## src/rtl/mprj_wb_arbiter_if.sv

```systemverilog
// Bus bundle for the user-project Wishbone arbiter: both upstream masters plus the downstream slave port.
// The arbiter uses the slave modport; the environment (cores, user project) uses the master modport.
interface mprj_wb_arbiter_if;
    logic        m0_cyc_i, m0_stb_i, m0_we_i;
    logic [3:0]  m0_sel_i;
    logic [31:0] m0_adr_i, m0_dat_i;
    logic        m0_ack_o, m0_err_o;
    logic [31:0] m0_dat_o;

    logic        m1_cyc_i, m1_stb_i, m1_we_i;
    logic [3:0]  m1_sel_i;
    logic [31:0] m1_adr_i, m1_dat_i;
    logic        m1_ack_o, m1_err_o;
    logic [31:0] m1_dat_o;

    logic        s_cyc_o, s_stb_o, s_we_o;
    logic [3:0]  s_sel_o;
    logic [31:0] s_adr_o, s_dat_o;
    logic        s_ack_i;
    logic [31:0] s_dat_i;

    modport slave (
        input  m0_cyc_i, m0_stb_i, m0_we_i, m0_sel_i, m0_adr_i, m0_dat_i,
        output m0_ack_o, m0_err_o, m0_dat_o,
        input  m1_cyc_i, m1_stb_i, m1_we_i, m1_sel_i, m1_adr_i, m1_dat_i,
        output m1_ack_o, m1_err_o, m1_dat_o,
        output s_cyc_o, s_stb_o, s_we_o, s_sel_o, s_adr_o, s_dat_o,
        input  s_ack_i, s_dat_i
    );

    modport master (
        output m0_cyc_i, m0_stb_i, m0_we_i, m0_sel_i, m0_adr_i, m0_dat_i,
        input  m0_ack_o, m0_err_o, m0_dat_o,
        output m1_cyc_i, m1_stb_i, m1_we_i, m1_sel_i, m1_adr_i, m1_dat_i,
        input  m1_ack_o, m1_err_o, m1_dat_o,
        input  s_cyc_o, s_stb_o, s_we_o, s_sel_o, s_adr_o, s_dat_o,
        output s_ack_i, s_dat_i
    );
endinterface

```

## src/rtl/mprj_wb_arbiter.sv

```systemverilog
// Two-master round-robin Wishbone arbiter with a transfer watchdog for the user-project bus.
// One transfer per grant; a DONE bubble keeps stb low between back-to-back transfers.
module mprj_wb_arbiter #(
    parameter int unsigned TIMEOUT = 255
) (
    input  logic              core_clk,
    input  logic              core_rst,
    mprj_wb_arbiter_if.slave  bus,
    output logic              s_iena_o,
    output logic              timeout_flag_o,
    input  logic              timeout_clr_i
);
    localparam int unsigned    CW       = $clog2(TIMEOUT);
    localparam logic [CW-1:0]  CNT_LAST = CW'(TIMEOUT - 1);

    typedef enum logic [1:0] {IDLE, XFER, DONE} state_t;

    state_t        r_state, w_state_nxt;
    logic          r_gnt, w_gnt_nxt;
    logic          r_last, w_last_nxt;
    logic [CW-1:0] r_cnt, w_cnt_nxt;
    logic          r_flag, w_flag_nxt;

    logic w_req0, w_req1, w_gcyc;
    logic w_xfer, w_ack, w_to;

    assign w_req0         = bus.m0_cyc_i & bus.m0_stb_i;
    assign w_req1         = bus.m1_cyc_i & bus.m1_stb_i;
    assign w_gcyc         = r_gnt ? bus.m1_cyc_i : bus.m0_cyc_i;
    assign timeout_flag_o = r_flag;

    always_ff @(posedge core_clk or posedge core_rst) begin
        if (core_rst) begin
            r_state <= IDLE;
            r_gnt   <= 1'b0;
            r_last  <= 1'b1;
            r_cnt   <= '0;
            r_flag  <= 1'b0;
        end else begin
            r_state <= w_state_nxt;
            r_gnt   <= w_gnt_nxt;
            r_last  <= w_last_nxt;
            r_cnt   <= w_cnt_nxt;
            r_flag  <= w_flag_nxt;
        end
    end

    // Abort outranks ack, which outranks timeout.
    always_comb begin
        w_state_nxt = r_state;
        w_gnt_nxt   = r_gnt;
        w_last_nxt  = r_last;
        w_cnt_nxt   = r_cnt;
        w_xfer      = 1'b0;
        w_ack       = 1'b0;
        w_to        = 1'b0;
        unique case (r_state)
            IDLE: begin
                if (w_req0 || w_req1) begin
                    w_state_nxt = XFER;
                    w_cnt_nxt   = '0;
                    w_gnt_nxt   = (w_req0 && w_req1) ? ~r_last : w_req1;
                end
            end
            XFER: begin
                w_xfer = 1'b1;
                if (!w_gcyc) begin
                    w_state_nxt = IDLE;
                    w_last_nxt  = r_gnt;
                end else if (bus.s_ack_i) begin
                    w_ack       = 1'b1;
                    w_state_nxt = DONE;
                    w_last_nxt  = r_gnt;
                end else if (r_cnt == CNT_LAST) begin
                    w_to        = 1'b1;
                    w_state_nxt = DONE;
                    w_last_nxt  = r_gnt;
                end else begin
                    w_cnt_nxt = r_cnt + CW'(1);
                end
            end
            DONE:    w_state_nxt = IDLE;
            default: w_state_nxt = IDLE;
        endcase
        w_flag_nxt = w_to ? 1'b1 : (timeout_clr_i ? 1'b0 : r_flag);
    end

    always_comb begin
        bus.s_cyc_o  = 1'b0;
        bus.s_stb_o  = 1'b0;
        bus.s_we_o   = 1'b0;
        bus.s_sel_o  = '0;
        bus.s_adr_o  = '0;
        bus.s_dat_o  = '0;
        s_iena_o     = w_xfer;
        bus.m0_ack_o = 1'b0;
        bus.m0_err_o = 1'b0;
        bus.m0_dat_o = '0;
        bus.m1_ack_o = 1'b0;
        bus.m1_err_o = 1'b0;
        bus.m1_dat_o = '0;
        if (w_xfer) begin
            if (r_gnt) begin
                bus.s_cyc_o  = bus.m1_cyc_i;
                bus.s_stb_o  = bus.m1_stb_i;
                bus.s_we_o   = bus.m1_we_i;
                bus.s_sel_o  = bus.m1_sel_i;
                bus.s_adr_o  = bus.m1_adr_i;
                bus.s_dat_o  = bus.m1_dat_i;
                bus.m1_ack_o = w_ack | w_to;
                bus.m1_err_o = w_to;
                bus.m1_dat_o = w_to ? '1 : (w_ack ? bus.s_dat_i : '0);
            end else begin
                bus.s_cyc_o  = bus.m0_cyc_i;
                bus.s_stb_o  = bus.m0_stb_i;
                bus.s_we_o   = bus.m0_we_i;
                bus.s_sel_o  = bus.m0_sel_i;
                bus.s_adr_o  = bus.m0_adr_i;
                bus.s_dat_o  = bus.m0_dat_i;
                bus.m0_ack_o = w_ack | w_to;
                bus.m0_err_o = w_to;
                bus.m0_dat_o = w_to ? '1 : (w_ack ? bus.s_dat_i : '0);
            end
        end
    end
endmodule

```

## src/flat_wrapper.sv

```systemverilog
// flat-port wrapper written by rule: the top's interface ports become plain ports
module mprj_wb_arbiter_flat 
#(
    parameter int unsigned TIMEOUT = 255
)
  (core_clk, core_rst, s_iena_o, timeout_flag_o, timeout_clr_i, bus_m0_cyc_i, bus_m0_stb_i, bus_m0_we_i, bus_m0_sel_i, bus_m0_adr_i, bus_m0_dat_i, bus_m0_ack_o, bus_m0_err_o, bus_m0_dat_o, bus_m1_cyc_i, bus_m1_stb_i, bus_m1_we_i, bus_m1_sel_i, bus_m1_adr_i, bus_m1_dat_i, bus_m1_ack_o, bus_m1_err_o, bus_m1_dat_o, bus_s_cyc_o, bus_s_stb_o, bus_s_we_o, bus_s_sel_o, bus_s_adr_o, bus_s_dat_o, bus_s_ack_i, bus_s_dat_i);
  mprj_wb_arbiter_if bus_i ();
  input  logic core_clk;
  input  logic core_rst;
  output logic s_iena_o;
  output logic timeout_flag_o;
  input  logic timeout_clr_i;
  input wire logic [$bits(bus_i.m0_cyc_i)-1:0] bus_m0_cyc_i;
  input wire logic [$bits(bus_i.m0_stb_i)-1:0] bus_m0_stb_i;
  input wire logic [$bits(bus_i.m0_we_i)-1:0] bus_m0_we_i;
  input wire logic [$bits(bus_i.m0_sel_i)-1:0] bus_m0_sel_i;
  input wire logic [$bits(bus_i.m0_adr_i)-1:0] bus_m0_adr_i;
  input wire logic [$bits(bus_i.m0_dat_i)-1:0] bus_m0_dat_i;
  output wire logic [$bits(bus_i.m0_ack_o)-1:0] bus_m0_ack_o;
  output wire logic [$bits(bus_i.m0_err_o)-1:0] bus_m0_err_o;
  output wire logic [$bits(bus_i.m0_dat_o)-1:0] bus_m0_dat_o;
  input wire logic [$bits(bus_i.m1_cyc_i)-1:0] bus_m1_cyc_i;
  input wire logic [$bits(bus_i.m1_stb_i)-1:0] bus_m1_stb_i;
  input wire logic [$bits(bus_i.m1_we_i)-1:0] bus_m1_we_i;
  input wire logic [$bits(bus_i.m1_sel_i)-1:0] bus_m1_sel_i;
  input wire logic [$bits(bus_i.m1_adr_i)-1:0] bus_m1_adr_i;
  input wire logic [$bits(bus_i.m1_dat_i)-1:0] bus_m1_dat_i;
  output wire logic [$bits(bus_i.m1_ack_o)-1:0] bus_m1_ack_o;
  output wire logic [$bits(bus_i.m1_err_o)-1:0] bus_m1_err_o;
  output wire logic [$bits(bus_i.m1_dat_o)-1:0] bus_m1_dat_o;
  output wire logic [$bits(bus_i.s_cyc_o)-1:0] bus_s_cyc_o;
  output wire logic [$bits(bus_i.s_stb_o)-1:0] bus_s_stb_o;
  output wire logic [$bits(bus_i.s_we_o)-1:0] bus_s_we_o;
  output wire logic [$bits(bus_i.s_sel_o)-1:0] bus_s_sel_o;
  output wire logic [$bits(bus_i.s_adr_o)-1:0] bus_s_adr_o;
  output wire logic [$bits(bus_i.s_dat_o)-1:0] bus_s_dat_o;
  input wire logic [$bits(bus_i.s_ack_i)-1:0] bus_s_ack_i;
  input wire logic [$bits(bus_i.s_dat_i)-1:0] bus_s_dat_i;
  assign bus_i.m0_cyc_i = bus_m0_cyc_i;
  assign bus_i.m0_stb_i = bus_m0_stb_i;
  assign bus_i.m0_we_i = bus_m0_we_i;
  assign bus_i.m0_sel_i = bus_m0_sel_i;
  assign bus_i.m0_adr_i = bus_m0_adr_i;
  assign bus_i.m0_dat_i = bus_m0_dat_i;
  assign bus_m0_ack_o = bus_i.m0_ack_o;
  assign bus_m0_err_o = bus_i.m0_err_o;
  assign bus_m0_dat_o = bus_i.m0_dat_o;
  assign bus_i.m1_cyc_i = bus_m1_cyc_i;
  assign bus_i.m1_stb_i = bus_m1_stb_i;
  assign bus_i.m1_we_i = bus_m1_we_i;
  assign bus_i.m1_sel_i = bus_m1_sel_i;
  assign bus_i.m1_adr_i = bus_m1_adr_i;
  assign bus_i.m1_dat_i = bus_m1_dat_i;
  assign bus_m1_ack_o = bus_i.m1_ack_o;
  assign bus_m1_err_o = bus_i.m1_err_o;
  assign bus_m1_dat_o = bus_i.m1_dat_o;
  assign bus_s_cyc_o = bus_i.s_cyc_o;
  assign bus_s_stb_o = bus_i.s_stb_o;
  assign bus_s_we_o = bus_i.s_we_o;
  assign bus_s_sel_o = bus_i.s_sel_o;
  assign bus_s_adr_o = bus_i.s_adr_o;
  assign bus_s_dat_o = bus_i.s_dat_o;
  assign bus_i.s_ack_i = bus_s_ack_i;
  assign bus_i.s_dat_i = bus_s_dat_i;
  mprj_wb_arbiter #(.TIMEOUT(TIMEOUT)) u_core (.core_clk(core_clk), .core_rst(core_rst), .bus(bus_i), .s_iena_o(s_iena_o), .timeout_flag_o(timeout_flag_o), .timeout_clr_i(timeout_clr_i));
endmodule
```

## config.mk

```make
export PLATFORM = sky130hd
export DESIGN_NAME = mprj_wb_arbiter_flat
export DESIGN_NICKNAME = d
export VERILOG_FILES = /design/src/rtl/mprj_wb_arbiter_if.sv /design/src/rtl/mprj_wb_arbiter.sv /design/src/flat_wrapper.sv
export SDC_FILE = /design/constraint.sdc
export NUM_CORES = 1
export LEC_CHECK = 0
export ABC_AREA = 1
export CAP_MARGIN = 5
export CORE_AREA = 5 5 120 122
export CTS_BUF_LIST = sky130_fd_sc_hd__clkbuf_16
export CTS_CLUSTER_SIZE = 24
export DETAILED_ROUTE_END_ITERATION = 8
export DIE_AREA = 0 0 125 127
export GPL_TIMING_DRIVEN = 0
export SYNTH_ARGS = -nofsm -noshare
export SYNTH_HDL_FRONTEND = slang
export SYNTH_SLANG_ARGS = --single-unit
```

## constraint.sdc

```tcl
create_clock -name core_clk -period 1.75 [get_ports core_clk]
set_input_delay 0.35 -clock core_clk [delete_from_list [all_inputs] [get_ports core_clk]]
set_output_delay 0.35 -clock core_clk [all_outputs]
set_load 0.01 [all_outputs]
```

# Yosys cells after proc, flatten, opt, wreduce, memory -nomap -nowiden
# Index checks and enable logic that the tools add are counted.
# op_classes
add_sub_neg,1
n_mux,50
bitwise,4
n_reduce_logical,9
eq_ne,8
# op_table
cell,n
32-bit two-way mux,10
8-bit two-way mux,4
1-bit two-way mux,28
8-bit case mux with 2 select lines,1
"8-bit by 1-bit adder with 8-bit output, second input constant",1
"8-bit equality test, second input constant",1
2-bit two-way mux,4
4-bit two-way mux,2
2-bit AND reduction,3
5-bit AND reduction,1
"2-bit by 1-bit != test with 1-bit output, second input constant",2
"2-bit != test, second input constant",2
"4-bit != test, second input constant",1
2-bit case mux with 2 select lines,1
2-bit nonzero test,2
"3-bit != test, second input constant",1
1-bit bitwise AND,2
"2-bit by 1-bit equality test with 1-bit output, second input constant",1
2-bit zero test,1
1-bit logical AND,1
1-bit logical OR,1
1-bit NOT,1
1-bit bitwise OR,1
# totals
elab_cells,77
output_inout_bits,141
input_bits,178
register_bits,13

# Logic depth before layout (Yosys ltp)
# logic_depth
word_depth,8
mapped_depth,10
ltp_nobuf,9

# Worst setup path before layout
# Ideal clock, no wire load.
# synth_path
kind,flip-flop to output port
from,register u_core.r_cnt[0]
to,output bus_m0_dat_o[25]
path_buffers,2
arrival_ps,1510
t_required_ps,1400
path_slack_ps,-110
path_stages_with_launch,11
path_cell_list,dfrtp_1 inv_1 ha_1 inv_1 nor2_1 nand2_2 nor2_2 nand2_1 buf_6 buf_6 a21oi_1
# synth_between
elab_chain_cells,8
# synth_rtl
item,line_no,rtl
from (decl),mprj_wb_arbiter.sv:21,"logic [CW-1:0] r_cnt, w_cnt_nxt;"
from (signal assigned),mprj_wb_arbiter.sv:43,r_cnt <= w_cnt_nxt;
8-bit equality test,mprj_wb_arbiter.sv:74,end else if (r_cnt == CNT_LAST) begin
1-bit two-way mux,mprj_wb_arbiter.sv:74,
1-bit two-way mux,mprj_wb_arbiter.sv:70,end else if (bus.s_ack_i) begin
1-bit two-way mux,mprj_wb_arbiter.sv:67,if (!w_gcyc) begin
1-bit two-way mux,mprj_wb_arbiter.sv:57,unique case (r_state)
32-bit two-way mux,mprj_wb_arbiter.sv:122,bus.m0_dat_o = w_to ? '1 : (w_ack ? bus.s_dat_i : '0);
32-bit two-way mux,mprj_wb_arbiter.sv:103,if (r_gnt) begin
32-bit two-way mux,mprj_wb_arbiter.sv:102,if (w_xfer) begin
to (decl),flat_wrapper.sv:21,output wire logic [$bits(bus_i.m0_dat_o)-1:0] bus_m0_dat_o;
# Every way passes these cells.

# Worst setup path after layout
# layout_path
from,register u_core.r_gnt
to,output bus_m0_dat_o[8]
# layout_between
elab_chain_cells,7
# layout_rtl
item,line_no,rtl
from (decl),mprj_wb_arbiter.sv:19,"logic r_gnt, w_gnt_nxt;"
from (signal assigned),mprj_wb_arbiter.sv:41,r_gnt <= w_gnt_nxt;
1-bit two-way mux,mprj_wb_arbiter.sv:29,assign w_gcyc = r_gnt ? bus.m1_cyc_i : bus.m0_cyc_i;
1-bit two-way mux,mprj_wb_arbiter.sv:67,
1-bit two-way mux,mprj_wb_arbiter.sv:57,
32-bit two-way mux (2 in series),mprj_wb_arbiter.sv:122,
32-bit two-way mux (*),mprj_wb_arbiter.sv:103,
32-bit two-way mux (*),mprj_wb_arbiter.sv:102,
# Every way passes the cells marked *; elsewhere a longest branch is shown, timed or not.

==> results.txt <==
Post-Syn Instances: 462
Global-route wire length before repair: 26400 µm
Most frequent cells in the layout: sky130_fd_sc_hd__clkdlybuf4s50_1 (176), sky130_fd_sc_hd__a21oi_2 (110), sky130_fd_sc_hd__buf_2 (110), sky130_fd_sc_hd__nand2_1 (98), sky130_fd_sc_hd__nand2_4 (50)
Number of vias after detailed routing: 4673
Fillers: 1151
Cells after DPL: 956
Count of antenna-violating nets left after detailed routing: 0
Transition at the pin with the smallest max-transition slack: 562 ps
Post-detailed-routing wire length: 18800 µm
Post-route core utilization: 58.0%
CTS HTree Levels: 1
Remaining design rule violation count: 0
Slew HR: 62.5%
Worst path cell trace: buf_6 -> nand2_4 -> a21oi_4 -> buf_12 -> nand3_4 -> buf_6 -> clkbuf_16 -> a21oi_2 -> buf_2
Area growth, synth to finish: 224%
Outcome: complete, but fails checks
Number of standard-cell rows in the floorplan: 42
Via count of the first global-routing pass: 4617
Source-to-sink clock delay at the later pin of the worst-skew pair: 250 ps
Aggregate global routing overflow: 0
Total Power: 6.28 mW
Min cycle time layout: 2240 ps
Setup repair after global routing missed its margin: true
Ratio of cells with drive above 1 in the final layout: 55.8%
Number of buffers created by CTS: 3
Cell area after technology mapping: 0.00234 mm²
Endpoints failing hold: 0
Post-route worst setup slack: -487 ps
Smallest hold slack: 462 ps
Peak VDD IR: 0.000607 V
Cell area after placement: 0.00601 mm²
Most frequent standard cell in the layout excluding fill and tap cells: sky130_fd_sc_hd__clkdlybuf4s50_1
First DRT Iteration DRCs: 216
Ratio of final minimum period to clock period: 128%
Sequential-to-total area share from yosys stat: 13.9%
Post-CTS clock slew at the launch and capture registers of the worst setup and hold paths: 50 ps
Most repeated library cell on the critical path: sky130_fd_sc_hd__buf_6
Library cell used as clock root buffer: sky130_fd_sc_hd__clkbuf_16
Net total in the final layout: 1023
Worst setup slack after placement: -1220 ps
Number of inserted diodes: 0
Cell with the largest stage delay on the worst path: sky130_fd_sc_hd__dfrtp_1
Pre-Repair DR Iteration Count: 4
Worst Skew: 1.20 ps
Highest clock rate: 0.447 GHz
Layout Cell Area excl Fill: 0.00759 mm²
Setup total negative slack: -39020 ps
Largest net degree at the start of global routing: 14
TritonCTS clock tree: done
Kind of cell adding the most delay to the critical path: buffers and inverters
Clock sinks: 13
Port-buffer cells: 318
GRT Max-Usage Layer: met2
Worst-case clock buffer depth: 2
Horizontal die dimension: 125 µm
CP Launch Type: register
Hold-fix buffers, CTS: 0
Number of non-filler instances in the completed layout: 1018
Total power per unit cell area: 827 mW/mm²
Biggest fanout along the worst timing path: 5
Critical Path Max Stage Delay: 420 ps
M1 GR Usage: 22.0%
WS Path Type: register to primary output
Number of nets produced by synthesis: 642
Area of the die: 0.0159 mm²
Classification of the worst-slack hold path: primary input to asynchronous set/reset pin
Antenna violations before repair: 0
Overall die height: 127 µm
Vias per Instance: 4.59
Worst path buffer plus inverter count: 5
Number of max-slew violations in the final report: 0
Overall routing resource usage: 20.7%
Synthesized flop and latch total: 13
Synth warnings: 0
CP endpoint kind: primary output
Count of pins on the block boundary: 319
Post-DP HPWL: 14300 µm
Starting Density: 17.9%
Mean post-synth cell area: 5.07 µm²
Violated checks: setup timing
Leakage power: 3.57 nW
Met3 Use GR: 5.84%
Global routing met2 resource utilization: 39.6%
Endpoint required time on the critical path: 1400 ps
RD Place Congestion: 0.874
Endpoint arrival time on the critical path: 1890 ps
Core outline area: 0.0131 mm²
Max-cap viol count: 0
Number of distinct library cells after synthesis: 17
Count of final setup violators: 139
Average wire per standard cell: 18.5 µm
[report_power, final]
part           internal, mW  switching (mW)  total, mW  leakage, nW
clock network         0.302           0.137      0.440       0.0423
logic                  2.77            2.66       5.43         3.36
registers             0.358          0.0486      0.407        0.174
total                  3.43            2.84       6.28         3.57
[metal layers]
metal | share of wire, % | vias up
met5 | 0 | -
met4 | 2.8 | 0
met3 | 7.5 | 27
met2 | 55 | 236
met1 | 35 | 2172
li1 | - | 2238
[sequential cells by signal (all words and copies together), names as in the netlist]
name and cells:
u_core.r_last 1, u_core.r_cnt 8, u_core.r_gnt 1, u_core.r_state 2, u_core.timeout_flag_o 1
[logic make-up (layout without fill, tap and decap cells)]
| family | count (synthesis) | count (layout) | share of synthesized area, % |
|---|---|---|---|
| and+or+nand+nor | 222 | 222 | 37.2 |
| AOI/OAI and AO/OA | 143 | 143 | 32.6 |
| adders and majority gates | 2 | 2 | 1.07 |
| DFF | 13 | 13 | 13.9 |
| buffers and inverters | 82 | 462 | 15.2 |
[timing repair]
action,CTS,global route
gates resized for setup,714,273
endpoints found under the setup margin,140,139
buffers inserted,31,18
endpoints found under the hold margin,0,0
pin swaps,11,61
cloned,5,11
[layout make-up]
class	instances	area, µm²	area share, %
buffer	31	576	7.59
clock buffer	3	75.1	0.990
clock inverter	1	3.75	0.0495
inverter	45	183	2.41
multi-input combinational	367	2740	36.1
sequential	13	327	4.30
tap	176	220	2.90
timing repair buffer	382	3460	45.7
[synthesized netlist by cell type, drive strengths merged]
master | n | share of area [%]
nand3 | 14 | 3.4
nor2 | 22 | 3.6
dfrtp | 12 | 13
o21ai | 7 | 1.5
a21oi | 136 | 31
buf | 17 | 4.8
clkbuf | 20 | 3.2
ha | 2 | 1.1
nand2 | 186 | 30
inv | 45 | 7.2
dfstp | 1 | 1.1
[final timing paths]
kind	end	slack, ps	startpoint	depth (start not counted)
hold / removal	u_core.r_cnt[4]$_DFFE_PP0P_	460	core_rst	2
setup reg to reg	u_core.r_cnt[0]$_DFFE_PP0P_	160	u_core.r_cnt[0]$_DFFE_PP0P_	10
setup / recovery	bus_m0_dat_o[8]	-490	u_core.r_gnt$_DFFE_PP0P_	9
min in group core_clk	u_core.r_last$_DFFE_PP1P_	500	u_core.r_last$_DFFE_PP1P_	2
hold reg to reg	u_core.r_last$_DFFE_PP1P_	500	u_core.r_last$_DFFE_PP1P_	2
max in group asynchronous	u_core.r_last$_DFFE_PP1P_	920	core_rst	2
(Power assumes the default switching activity.)
